## config.mk

```make
export PLATFORM = sky130hd
export DESIGN_NAME = alu_arbiter
export DESIGN_NICKNAME = d
export VERILOG_FILES = /design/src/rtl/alu_pkg.sv /design/src/rtl/rr_arb2.sv /design/src/rtl/alu_arbiter.sv
export SDC_FILE = /design/constraint.sdc
export NUM_CORES = 1
export LEC_CHECK = 0
export CAP_MARGIN = 20
export CORE_ASPECT_RATIO = 0.8
export CORE_UTILIZATION = 44
export DETAILED_ROUTE_END_ITERATION = 10
export PLACE_DENSITY_LB_ADDON = 0.3
export SYNTH_ARGS = -nofsm -noshare
export SYNTH_HDL_FRONTEND = slang
export SYNTH_SLANG_ARGS = --single-unit
export TNS_END_PERCENT = 100
```

## constraint.sdc

```tcl
create_clock -name clk -period 2.6 [get_ports clk]
set_input_delay 0.39 -clock clk [delete_from_list [all_inputs] [get_ports clk]]
set_output_delay 0.39 -clock clk [all_outputs]
set_load 0.01 [all_outputs]
```

## src/rtl/alu_pkg.sv

```systemverilog
// ----------------------------------------------------------------------------
// alu_pkg
// Shared definitions for the ALU arbiter slice:
//   - 4-bit ALU select encodings (OP_ADD .. OP_LT) and OP_LAST, the highest
//     legal code; codes above OP_LAST are illegal.
//   - arb_state_e, the arbiter FSM state type.
//   - is_illegal_op(), which classifies a select code.
// ----------------------------------------------------------------------------
package alu_pkg;

    typedef enum logic [3:0] {
        OP_ADD = 4'd0,
        OP_SUB = 4'd1,
        OP_AND = 4'd2,
        OP_OR  = 4'd3,
        OP_XOR = 4'd4,
        OP_NOR = 4'd5,
        OP_SHL = 4'd6,
        OP_SHR = 4'd7,
        OP_INC = 4'd8,
        OP_DEC = 4'd9,
        OP_EQ  = 4'd10,
        OP_LT  = 4'd11
    } alu_op_e;

    localparam logic [3:0] OP_LAST = 4'b1011;

    typedef enum logic [1:0] {
        ST_IDLE = 2'd0,
        ST_EXEC = 2'd1,
        ST_RESP = 2'd2
    } arb_state_e;

    function automatic logic is_illegal_op(input logic [3:0] op);
        return (op > OP_LAST);
    endfunction

endpackage

```

## src/rtl/rr_arb2.sv

```systemverilog
// ----------------------------------------------------------------------------
// rr_arb2
// Two-requester round-robin arbiter.
// Ports:
//   clk, rst_n : clock and asynchronous active-low reset
//   req[1:0]   : pending requests
//   en         : arbitration enabled this cycle (grants are only issued and
//                the pointer only moves while en is high)
//   gnt[1:0]   : one-hot grant, combinational from req/en/pointer
// The priority pointer starts at requester 0. After every grant it moves to
// the requester that was not granted, so two persistent requesters alternate
// and a sole requester always wins.
// ----------------------------------------------------------------------------
module rr_arb2 (
    input  logic       clk,
    input  logic       rst_n,
    input  logic [1:0] req,
    input  logic       en,
    output logic [1:0] gnt
);

    logic ptr;

    // The requester named by the pointer wins a tie; otherwise the other
    // requester takes the grant if it is asking.
    always_comb begin
        gnt = 2'b00;
        if (en) begin
            if (req[ptr]) begin
                gnt[ptr] = 1'b1;
            end else if (req[ptr ^ 1'b1]) begin
                gnt[ptr ^ 1'b1] = 1'b1;
            end
        end
    end

    // A grant to requester 0 hands priority to requester 1 and vice versa.
    always_ff @(posedge clk or negedge rst_n) begin
        if (!rst_n) begin
            ptr <= 1'b0;
        end else if (|gnt) begin
            ptr <= gnt[0];
        end
    end

endmodule

```

## src/rtl/alu_arbiter.sv

```systemverilog
// ----------------------------------------------------------------------------
// alu_arbiter
// Shares one combinational ALU between two requesters. An operation is
// accepted in IDLE, driven onto the ALU in EXEC, and presented as a response
// in RESP until the consumer takes it.
// Ports:
//   clk, rst_n                  : clock, asynchronous active-low reset
//   reqN_valid / reqN_ready     : request handshake per requester (N = 0, 1)
//   reqN_op, reqN_a, reqN_b     : select code and operands per requester
//   alu_a, alu_b, alu_sel       : operands/select driven to the shared ALU
//   alu_c                       : combinational result returned by the ALU
//   rsp_valid / rsp_ready       : response handshake
//   rsp_data, rsp_id, rsp_err   : result, owning requester, illegal-op flag
//   gnt0_cnt, gnt1_cnt          : saturating accept counts (ALU_ARB_CNT_EN)
// Configuration: define ALU_ARB_CNT_EN to add the per-requester grant counters
// and their output ports.
// ----------------------------------------------------------------------------
module alu_arbiter
    import alu_pkg::*;
#(
    parameter int W = 8
) (
    input  logic         clk,
    input  logic         rst_n,
    input  logic         req0_valid,
    input  logic         req1_valid,
    output logic         req0_ready,
    output logic         req1_ready,
    input  logic [3:0]   req0_op,
    input  logic [3:0]   req1_op,
    input  logic [W-1:0] req0_a,
    input  logic [W-1:0] req0_b,
    input  logic [W-1:0] req1_a,
    input  logic [W-1:0] req1_b,
    output logic [W-1:0] alu_a,
    output logic [W-1:0] alu_b,
    output logic [3:0]   alu_sel,
    input  logic [W-1:0] alu_c,
    output logic         rsp_valid,
    input  logic         rsp_ready,
    output logic [W-1:0] rsp_data,
    output logic         rsp_id,
    output logic         rsp_err
`ifdef ALU_ARB_CNT_EN
    ,
    output logic [7:0]   gnt0_cnt,
    output logic [7:0]   gnt1_cnt
`endif
);

    arb_state_e     state_q;
    arb_state_e     state_d;
    logic [1:0]     gnt;
    logic           arb_en;
    logic [3:0]     op_q;
    logic [W-1:0]   a_q;
    logic [W-1:0]   b_q;
    logic           id_q;
    logic           op_bad;

    // Grants are only possible in IDLE; gating with rst_n keeps the ready
    // outputs low while reset is held even if a requester is already valid.
    assign arb_en = (state_q == ST_IDLE) && rst_n;

    rr_arb2 u_arb (
        .clk   (clk),
        .rst_n (rst_n),
        .req   ({req1_valid, req0_valid}),
        .en    (arb_en),
        .gnt   (gnt)
    );

    assign req0_ready = gnt[0];
    assign req1_ready = gnt[1];

    // ALU inputs come straight from the operand registers, which only change
    // on an accepting edge, so request-side activity never reaches the ALU.
    // Illegal codes are replaced by 0 so the ALU never sees them.
    assign op_bad  = is_illegal_op(op_q);
    assign alu_a   = a_q;
    assign alu_b   = b_q;
    assign alu_sel = op_bad ? 4'b0000 : op_q;

    assign rsp_valid = (state_q == ST_RESP);

    // FSM state register.
    always_ff @(posedge clk or negedge rst_n) begin
        if (!rst_n) begin
            state_q <= ST_IDLE;
        end else begin
            state_q <= state_d;
        end
    end

    // Next-state logic: one cycle each in IDLE (on accept) and EXEC, then
    // RESP holds until the consumer takes the response.
    always_comb begin
        state_d = state_q;
        case (state_q)
            ST_IDLE: if (|gnt)     state_d = ST_EXEC;
            ST_EXEC:               state_d = ST_RESP;
            ST_RESP: if (rsp_ready) state_d = ST_IDLE;
            default:               state_d = ST_IDLE;
        endcase
    end

    // Operand capture on accept; result capture at the end of EXEC. The
    // response fields are only rewritten in EXEC, so they stay stable for
    // the whole of RESP regardless of how long the consumer stalls.
    always_ff @(posedge clk or negedge rst_n) begin
        if (!rst_n) begin
            op_q     <= 4'b0000;
            a_q      <= '0;
            b_q      <= '0;
            id_q     <= 1'b0;
            rsp_data <= '0;
            rsp_id   <= 1'b0;
            rsp_err  <= 1'b0;
        end else begin
            if (|gnt) begin
                op_q <= gnt[1] ? req1_op : req0_op;
                a_q  <= gnt[1] ? req1_a  : req0_a;
                b_q  <= gnt[1] ? req1_b  : req0_b;
                id_q <= gnt[1];
            end
            if (state_q == ST_EXEC) begin
                rsp_data <= op_bad ? '0 : alu_c;
                rsp_id   <= id_q;
                rsp_err  <= op_bad;
            end
        end
    end

`ifdef ALU_ARB_CNT_EN
    // Per-requester accept counters that stick at 8'hFF.
    always_ff @(posedge clk or negedge rst_n) begin
        if (!rst_n) begin
            gnt0_cnt <= 8'd0;
            gnt1_cnt <= 8'd0;
        end else begin
            if (gnt[0] && (gnt0_cnt != 8'hFF)) begin
                gnt0_cnt <= gnt0_cnt + 8'd1;
            end
            if (gnt[1] && (gnt1_cnt != 8'hFF)) begin
                gnt1_cnt <= gnt1_cnt + 8'd1;
            end
        end
    end
`endif

endmodule
```

==> flow_summary.toml <==
[sta]
clock-skew-final_ps = 4.99
setup_viol = 0
holdWs_ps = 151
fin_crit_ps = 2300
setup-tns-final_ps = 0
slew_viol_final = 0
fmax_mhz = 436
rsz0062_at_grt = "no"
relSlewSlack = 0.674
worstMarginPinSlew_ps = 489
min_period_over_period = 0.883
finalHoldViolCount = 0

[clock_tree]
cts_inserted_buffers = 5
hold_buffers = 0
ctsLongestPathBuffers = 2
cts.clk_slew.worst_paths_ps = 70
worstSkewPairLatency_ps = 280
htree_levels = 2
cts_sinks = 34
cts_tree = "built"
cts_setup_buffers = 0
cts_resized = 0
cts-root-buf = "clkbuf_8"

[global_route]
grt_overflow = 0
antenna_found_initial = 0
grt_pass1_vias = 1657
grt_pass1_wl_um = 7510
grt.total_usage = 0.230
grt_max_degree = 36

[floorplanning]
ios = 86
core-area_um2 = 3830
start_util = 0.464
die_w_um = 73.1
die_area_um2 = 4300
rows = 20
die_y_um = 58.9

[pwr]
power.density_nw_per_um2 = 862
leakagePower_uw = 0.00116
vdd_drop_max_uv = 460
finalPower_uw = 2350

[synthesis]
syn_area_um2 = 1780
synth_compound_area_frac = 0.322
synth-seq-area-share = 0.479
synthSimpleGateAreaFrac = 0.0929
synth.distinct_cells = 24
synth_area_per_cell_um2 = 9.61
ys_ff_latch = 34
synth_top_family_by_area = "compound AO/OA/AOI/OAI gates"
synth_adder_area_share = 0
synth_xor_area_frac = 0
synth_fp_nets = 238
yosys_warnings = 0
yosys-mux-area-fraction = 0
syn_inst = 185

[routing]
routed_wl_um = 4580
via_count = 1718
dr.pass1.iters = 4
drc = 0
viasPerCell = 5.34
wl_per_cell_um = 14.2
antenna_left = 0
wl_met3_um = 311
dr.first_iter.drc_count = 84
highest_layer = "met4"
m1WireLength_um = 2040
dr_wl_met2_um = 2190

[layout]
final_core_util = 0.713
diodes = 0
layout-drive-gt1-share = 0.0712
final_common_cell = "clkdlybuf4s50_1"
final_cell_mix = "clkdlybuf4s50_1 (84), dfrtp_1 (34), inv_1 (24), nand2_1 (22)"
fin_nets = 320
final_area_um2 = 2730
area_growth_pct = 53.6

[place]
place.gp.congestion = 0.723
place_area_um2 = 2650
io_buffers = 85
hpwl_um = 3240

[critical_path]
r2r_setup_slack_ps = 770
criticalPathCategory = "flip-flop to output pin"
cp.depth = 3
setup.worst_path.end_class = "output pin"
slowest_stage = "clkdlybuf4s50_1"
start_kind = "flip-flop"
cpLargestDelayFamily = "simple AND/OR/NAND/NOR gates"
reg2reg_depth = 4
critPathMaxStageDelay_ps = 550
critPathMaxFanout = 9
worstPathArrival_ps = 1910
worstReg2RegEnd = "alu_b[0]"
crit_chain = "nor3b_4 > and3_1 > clkdlybuf4s50_1"
crit_buf_inv = 1
crit_end = "req0_ready"
r2r-start = "state_q[1]"
worstPathRequired_ps = 2210
critPathLaunch = "state_q[1]"

[run_status]
status = "completed"

[flow_run]
drv_cap = 0

[min_path]
hp-class = "primary input to asynchronous set/reset pin"
==> stage by stage <==
step,worst slack [ps],instances
5_1_grt,191,322
3_3_place_gp,518,315
2_1_floorplan,1140,185
4_1_cts,284,322
3_5_place_dp,490,315
6_report,304,322
==> layout make-up <==
cell class	instances	area, µm²
Clock inverter	2	10.0
Multi-Input combinational cell	109	737
Fill cell	314	1100
Clock buffer	5	68.8
Sequential cell	34	851
Tap cell	55	68.8
Timing Repair Buffer	93	906
Inverter	24	90.1
==> flip-flops by register name, indices dropped and copies added, names as in the netlist <==
register and count:
alu_a 8, alu_b 8, rsp_data 8, op_q 4, state_q 2, id_q 1
rsp_err 1, rsp_id 1, u_arb.ptr 1
==> cell families (layout without fill, tap and decap cells) <==
kind of cell / after synthesis / count (layout)
and+or+nand+nor: 33 / 33
buffers and inverters: 42 / 124
DFF: 34 / 34
AOI/OAI and AO/OA: 76 / 76
==> cell usage after synthesis, drive strengths merged <==
master	number	area, µm²
o211ai	20	150
o21ai	3	15.0
nand2	22	82.6
dfrtp	34	851
and3	1	6.26
nor2b	3	18.8
inv	24	90.1
a22o	8	70.1
buf	9	66.3
o22a	20	175
a21boi	2	15.0
a21o	1	7.51
nor3b	1	18.8
a21oi	2	13.8
or2	1	6.26
nand3	1	5.00
and2	1	8.76
clkbuf	9	33.8
a31oi	20	125
nand2b	3	18.8
==> report_power, final <==
group	switching (µW)	total, µW	leakage (µW)	internal (µW)
Sequential	141	885	0.000391	743
Clock	183	362	0.0000438	179
Combinational	453	1110	0.000723	654
==> worst min-delay path by stage <==
stage | endpoint | depth (start not counted) | start
floorplan | alu_a[0] | 0 | rst_n
global placement | rsp_err | 2 | rst_n
detailed placement | rsp_data[5] | 2 | rst_n
CTS | op_q[3] | 2 | rst_n
global route | rsp_data[5] | 2 | rst_n
finish | rsp_data[5] | 2 | rst_n
==> per-layer routing <==
metal	vias up	track usage
li1	830	-
met1	821	0.298
met2	62	0.381
met3	5	0.0668
met4	0	0.0588
met5	-	0
(Power assumes the default switching activity.)
